===== config.mk =====
export PLATFORM = sky130hd
export DESIGN_NAME = main_control_fsm
export DESIGN_NICKNAME = d
export VERILOG_FILES = /design/src/rtl/main_control_fsm.sv
export SDC_FILE = /design/constraint.sdc
export NUM_CORES = 1
export LEC_CHECK = 0
export CAP_MARGIN = 20
export CORE_MARGIN = 4
export CORE_UTILIZATION = 41
export CTS_CLUSTER_DIAMETER = 120
export DETAILED_ROUTE_END_ITERATION = 8
export PLACE_DENSITY = 0.85
export SLEW_MARGIN = 20
export SYNTH_ARGS = -nofsm -noshare
export SYNTH_HDL_FRONTEND = slang
export SYNTH_SLANG_ARGS = --single-unit

===== constraint.sdc =====
create_clock -name clk -period 2.2 [get_ports clk]
set_clock_uncertainty 0.2 [all_clocks]
set_input_delay 0.22 -clock clk [delete_from_list [all_inputs] [get_ports clk]]
set_output_delay 0.22 -clock clk [all_outputs]
set_load 0.02 [all_outputs]

===== src/rtl/main_control_fsm.sv =====
// Multicycle main controller: sequences each instruction through fetch, decode,
// execute and writeback, waits on memory with a timeout, and latches a sticky fault.
module main_control_fsm #(
    parameter int unsigned MEM_TIMEOUT = 15,
    parameter int unsigned CNT_W       = 4
) (
    input  logic       clk,
    input  logic       rst_n,
    input  logic [1:0] Op,
    input  logic       ImmBit,
    input  logic       LoadBit,
    input  logic       NoWrite,
    input  logic       MemReady,
    output logic       PCWrite,
    output logic       IRWrite,
    output logic       AdrSrc,
    output logic       MemW,
    output logic       RegW,
    output logic       Branch,
    output logic       ALUSrcA,
    output logic [1:0] ALUSrcB,
    output logic [1:0] ResultSrc,
    output logic       ALUOp,
    output logic       InstrDone,
    output logic       Fault,
    output logic [3:0] State
);

    typedef enum logic [3:0] {
        S_FETCH  = 4'd0,
        S_DECODE = 4'd1,
        S_MEMADR = 4'd2,
        S_MEMRD  = 4'd3,
        S_MEMWB  = 4'd4,
        S_MEMWR  = 4'd5,
        S_EXECR  = 4'd6,
        S_EXECI  = 4'd7,
        S_ALUWB  = 4'd8,
        S_BRANCH = 4'd9,
        S_FAULT  = 4'd10
    } state_t;

    localparam bit             TIMEOUT_EN = (MEM_TIMEOUT != 0);
    localparam logic [CNT_W-1:0] LAST_WAIT = CNT_W'(MEM_TIMEOUT - 1);

    state_t           state;
    state_t           state_next;
    logic [CNT_W-1:0] wait_cnt;
    logic             alu_op_q;
    logic             in_wait;
    logic             timeout;

    logic pc_write, ir_write, mem_w, reg_w, branch;

    always_comb begin
        in_wait = (state == S_FETCH) || (state == S_MEMRD) || (state == S_MEMWR);
        timeout = TIMEOUT_EN && (wait_cnt == LAST_WAIT) && !MemReady;
    end

    // State register, wait counter and the registered ALUOp
    always_ff @(posedge clk) begin
        if (!rst_n) begin
            state    <= S_FETCH;
            wait_cnt <= '0;
            alu_op_q <= 1'b0;
        end else begin
            state    <= state_next;
            alu_op_q <= (state_next == S_EXECR) || (state_next == S_EXECI);
            if (state_next != state) begin
                wait_cnt <= '0;
            end else if (in_wait && !MemReady) begin
                wait_cnt <= wait_cnt + CNT_W'(1);
            end
        end
    end

    always_comb begin
        state_next = state;
        case (state)
            S_FETCH: begin
                if (MemReady)     state_next = S_DECODE;
                else if (timeout) state_next = S_FAULT;
            end
            S_DECODE: begin
                case (Op)
                    2'b00:   state_next = ImmBit ? S_EXECI : S_EXECR;
                    2'b01:   state_next = S_MEMADR;
                    2'b10:   state_next = S_BRANCH;
                    default: state_next = S_FAULT;
                endcase
            end
            S_MEMADR: state_next = LoadBit ? S_MEMRD : S_MEMWR;
            S_MEMRD: begin
                if (MemReady)     state_next = S_MEMWB;
                else if (timeout) state_next = S_FAULT;
            end
            S_MEMWB: state_next = S_FETCH;
            S_MEMWR: begin
                if (MemReady)     state_next = S_FETCH;
                else if (timeout) state_next = S_FAULT;
            end
            S_EXECR, S_EXECI: state_next = NoWrite ? S_FETCH : S_ALUWB;
            S_ALUWB, S_BRANCH: state_next = S_FETCH;
            S_FAULT: state_next = S_FAULT;
            default: state_next = S_FAULT;
        endcase
    end

    always_comb begin
        pc_write  = 1'b0;
        ir_write  = 1'b0;
        mem_w     = 1'b0;
        reg_w     = 1'b0;
        branch    = 1'b0;
        AdrSrc    = 1'b0;
        ALUSrcA   = 1'b0;
        ALUSrcB   = 2'b00;
        ResultSrc = 2'b00;
        Fault     = 1'b0;
        case (state)
            S_FETCH: begin
                ALUSrcA   = 1'b1;
                ALUSrcB   = 2'b10;
                ResultSrc = 2'b10;
                pc_write  = MemReady;
                ir_write  = MemReady;
            end
            S_DECODE: begin
                ALUSrcA   = 1'b1;
                ALUSrcB   = 2'b10;
                ResultSrc = 2'b10;
            end
            S_MEMADR: ALUSrcB = 2'b01;
            S_MEMRD:  AdrSrc  = 1'b1;
            S_MEMWB: begin
                ResultSrc = 2'b01;
                reg_w     = 1'b1;
            end
            S_MEMWR: begin
                AdrSrc = 1'b1;
                mem_w  = 1'b1;
            end
            S_EXECR: ALUSrcB = 2'b00;
            S_EXECI: ALUSrcB = 2'b01;
            S_ALUWB: reg_w = 1'b1;
            S_BRANCH: begin
                ALUSrcB   = 2'b01;
                ResultSrc = 2'b10;
                branch    = 1'b1;
            end
            S_FAULT: Fault = 1'b1;
            default: Fault = 1'b0;
        endcase
    end

    // Write enables are forced low combinationally while reset is asserted
    assign PCWrite   = pc_write & rst_n;
    assign IRWrite   = ir_write & rst_n;
    assign MemW      = mem_w & rst_n;
    assign RegW      = reg_w & rst_n;
    assign Branch    = branch & rst_n;
    assign ALUOp     = alu_op_q;
    assign InstrDone = (state_next == S_FETCH) && (state != S_FETCH) && (state != S_FAULT);
    assign State     = state;

endmodule


; ---- Word level (Yosys, flattened, before mapping)
; Cells that the tools add are included.
[word_totals]
output_inout_bits = 18
in_bits = 8
register_bits = 9
[op_classes]
eq_ne = 17
n_addsub = 1
muxes = 18
reduce_logical = 20
bitwise_logic = 5
[op_table]
columns = cell, count
row1 = $pmux 4 s7, 1
row2 = $eq 4x3->1 const B, 6
row3 = $mux 4, 5
row4 = $eq 4x4->1 const B, 4
row5 = $pmux 4 s3, 1
row6 = $reduce_or 2->1, 5
row7 = $reduce_or 3->1, 3
row8 = $eq 4x2->1 const B, 2
row9 = $logic_not 4->1, 2
row10 = $mux 1, 8
row11 = $pmux 2 s2, 2
row12 = $add 4x1->4 const B, 1
row13 = $and 1x1->1, 4
row14 = $eq 4x1->1 const B, 1
row15 = $logic_and 1x1->1, 4
row16 = $ne 4x4->1, 1
row17 = $ne 4x4->1 const B, 1
row18 = $reduce_bool 4->1, 1
row19 = $logic_or 1x1->1, 3
row20 = $mux 3, 1
row21 = $eq 2x1->1 const B, 1
row22 = $eq 2x2->1 const B, 1
row23 = $logic_not 2->1, 1
row24 = $logic_not 1->1, 1
row25 = $not 1->1, 1

; ---- Depth between registers and ports, before layout
[logic_depth]
ltp_word = 8
mapped_depth = 8
mapped_depth_nobuf = 7

; ---- Worst setup path after synthesis
; No wires, ideal clock.
[synth_path]
kind = register to output
start = register state[3], in the netlist State[3]
end = output InstrDone
setup_slack_ps = -318
path_stages_with_launch = 6
path_buffers = 1
t_arrival_ps = 2098
cell_sequence = dfxtp_1 -> clkbuf_1 -> nor4b_1 -> a32o_1 -> a311o_1 -> nor4b_1
[synth_between]
elab_chain_cells = 6
[synth_lines]
columns = item, line
row1 = from (decl), 46  ; state_t state;
row2 = from (signal assigned), 67  ; state <= state_next;
row3 = "$eq 4x4->1, or another cell as far along", 79  ; case (state)
row4 = "$reduce_or 3->1 (no line), or another cell as far along", n/a
row5 = $pmux 4 s7, 79
row6 = $logic_not 4->1, 163  ; assign InstrDone = (state_next == S_FETCH) && (state != S_FETCH) && (state != S_FAULT);
row7 = $logic_and 1x1->1, 163
row8 = $logic_and 1x1->1 *, 163
row9 = to (decl), 24  ; output logic InstrDone,
; Mark *: on every way between the ends. The rest lies on a longest branch, timed or not.

; ---- Worst setup path after layout
[layout_path]
start = register wait_cnt[0]
end = output InstrDone
[layout_between]
elab_chain_cells = 8
[layout_lines]
columns = item, line
row1 = from (decl), 48  ; logic [CNT_W-1:0] wait_cnt;
row2 = from (signal assigned), 72  ; wait_cnt <= wait_cnt + CNT_W'(1);
row3 = $eq 4x4->1 *, 57  ; timeout = TIMEOUT_EN && (wait_cnt == LAST_WAIT) && !MemReady;
row4 = $logic_and 1x1->1 *, 57
row5 = $mux 4 *, "82, 95, 100"
row6 = "$mux 4, on equally long branches", "99, 81, 94"
row7 = $pmux 4 s7 *, 79
row8 = $logic_not 4->1 *, 163
row9 = $logic_and 1x1->1 * (2 in a row), 163
; Marks and branches as above.

==> reports/results.txt <==
GRT Util Overall = 21.4%
Vias post-DR = 1061
Hold WC Path Type = flip-flop to flip-flop
Die Span X = 53.9 µm
Fin crit share = 106%
Share of the core filled with cells = 73.2%
Hold Fails Final Rpt = 0
Clk_lat worst skew = 0.26 ns
Top cell type by total area after synthesis = dfxtp_1
Top-area cell type share of the netlist area = 20.9%
Via density = 5.25
Most frequent cells in the layout = 38 x buf_4, 16 x nor2_1, 12 x clkdlybuf4s50_1
Worst setup SP type = flip-flop
First-pass GRT wire length = 4600 µm
CTS Sinks = 9
Syn Inst Count = 120
Critical Path AT = 1.92 ns
DRT Pass-1 Iters = 4
Status = finished with violations
Leakage = 0.652 nW
Post-synth ARST share = 0%
VDD IR-drop max = 712 µV
Clk buf depth = 2
Hold Startpoint = wait_cnt[3]
Clock root buffer = clkbuf_4
R2R Path Start = State[3]
Chip Height = 53.9 µm
Placed Cells = 197
Post-Layout Cell Count = 202
Most common cell after layout, fill and taps aside = buf_4
Reg2Reg Setup Slack = 0.05 ns
Max-cap viol count = 0
Max_slew headroom = 69.7%
Number of synthesized flops with an enable pin = 0
Endpoint class of the critical path = primary output
Die Footprint = 0.00290 mm²
Final worst path period need = 2.34 ns
Setup Total Neg Slack = -0.136 ns
Worst-path fanout max = 5
Placer congestion estimate = 0.847
ANT cells = 0
Grt total ovfl = 0
Max Clock Freq = 428 MHz
Post-Syn Area = 862 µm²
Most used DFF post-synth = dfxtp_1
Worst Setup SP = wait_cnt[0]
PwrDens = 933 mW/mm²
CTS Buf Count = 3
Top cells by area, synth = dfxtp_1 21%, nor2_1 7.0%, a21oi_1 4.1%
Antenna violations before repair = 0
Hold depth = 2
Actual slew at the worst max-slew pin = 0.450 ns
Fill cells = 148
Final Max Tran Viols = 0
Sequential area share after synthesis = 20.9%
Worst setup margin = -0.136 ns
Syn nets = 130
Worst-path clk slew = 0.06 ns
Worst EP required = 1.78 ns
Hold endpoint = wait_cnt[3]
#FFs+latches synth = 9
Initial Util = 43.5%
Crit path kind = flip-flop to primary output
Reg-to-Reg End = wait_cnt[1]
Post-DRT Antenna Nets = 0
Detailed Route Iter0 Violations = 15
Proportion of layout cells with a drive suffix above 1 = 37.7%
Final setup violation count = 1
Wire per inst = 14.8 µm
Synth Warn # = 0
Hold buffers post-CTS = 0
Core Area = 0.00198 mm²
Failing checks = negative setup slack
P&R area growth vs syn = 68.4%
Total Routed Length = 3000 µm
Syn_area_per_cell = 7.18 µm²
Reg2Reg Depth = 7
DP HPWL = 2270 µm
H-tree depth = 1
Drc violations = 0
Largest net degree at the start of global routing = 15
Library cells used by synthesis = 44
Final nets = 186
Top Ports = 26
Vias in the first global route = 1045
RSZ-0062 raised after global routing = true
Port buffer count = 25
CTS tree = yes
Rows = 16
critical path: stages, from the launching register on:
cell	delay [ns]
dfxtp_2	0.33
inv_2	0.07
ha_4	0.11
and3_4	0.21
or4b_4	0.46
nand4_1	0.11
a21oi_2	0.05
nor4b_4	0.13
buf_4	0.18
worst max path at each step:
stage | slack (ns) | depth (start not counted) | end
global placement | -0.44 | 6 | InstrDone
CTS | -0.13 | 8 | InstrDone
finish | -0.14 | 8 | InstrDone
floorplan | 0.03 | 5 | InstrDone
detailed placement | -0.48 | 6 | InstrDone
global route | -0.22 | 6 | InstrDone
report_power, final:
group	switching [mW]	internal, mW	total, mW
clock network	0.0600	0.0701	0.130
logic	0.494	0.488	0.982
registers	0.0460	0.196	0.242
cell type report:
cell class	count	area [µm²]	share of cell area, %
sequential	9	190	13.1
inverter	3	11.3	0.776
multi-input combinational	96	679	46.8
timing repair buffer	63	510	35.2
clock buffer	4	26.3	1.81
tap	27	33.8	2.33
metal layers:
layer | share of wire (%) | GRT usage (%)
met5 | 0 | 0
met4 | 0 | 2.55
met3 | 2.6 | 4.99
met2 | 55 | 38.9
met1 | 43 | 25.9
logic make-up after synthesis:
logic type	synth area share [%]
AO/OA/AOI/OAI	21.3
XOR/XNOR	5.08
adder cells (fa/ha/maj)	2.90
buffers and inverters	8.42
flip-flops	20.9
AND/OR/NAND/NOR	41.4
state kept, by name (all words and copies together) (netlist names):
| register | flops |
|---|---|
| wait_cnt | 4 |
| ALUOp | 1 |
| State | 4 |
Yosys cell counts, types with 2 or more instances:
| cell | number |
|---|---|
| o21ai_0 | 3 |
| o21bai_1 | 2 |
| dfxtp_1 | 9 |
| o211ai_1 | 2 |
| xor2_1 | 3 |
| a21oi_1 | 7 |
| and2_1 | 4 |
| xnor2_1 | 2 |
| nor3_1 | 7 |
| nand2_1 | 9 |
| and3_1 | 4 |
| nand3b_1 | 3 |
| nor2b_1 | 5 |
| nand3_1 | 3 |
| buf_2 | 4 |
| inv_1 | 3 |
| buf_1 | 2 |
| nor4_1 | 2 |
| nor4b_1 | 2 |
| clkbuf_1 | 4 |
| ha_1 | 2 |
| nor2_1 | 16 |
timing repair:
action / 4_1_cts / 5_1_grt
cloned: 0 / 0
endpoints found under the setup margin: 15 / 9
pin swaps: 1 / 6
buffers inserted: 0 / 1
resized for setup: 33 / 16
through the flow:
step | power [mW] | setup slack (ns) | hold slack [ns] | cell area (µm²)
after CTS | 1.31 | -0.128 | 0.303 | 1410
after detailed placement | 1.19 | -0.484 | 0.288 | 1380
after floorplan | 0.750 | 0.0297 | 0.142 | 877
final | 1.35 | -0.136 | 0.320 | 1450
after global routing | 1.45 | -0.219 | 0.362 | 1450
after global placement | 1.16 | -0.445 | 0.265 | 1380
No activity file was read; power rests on OpenSTA's default activity.
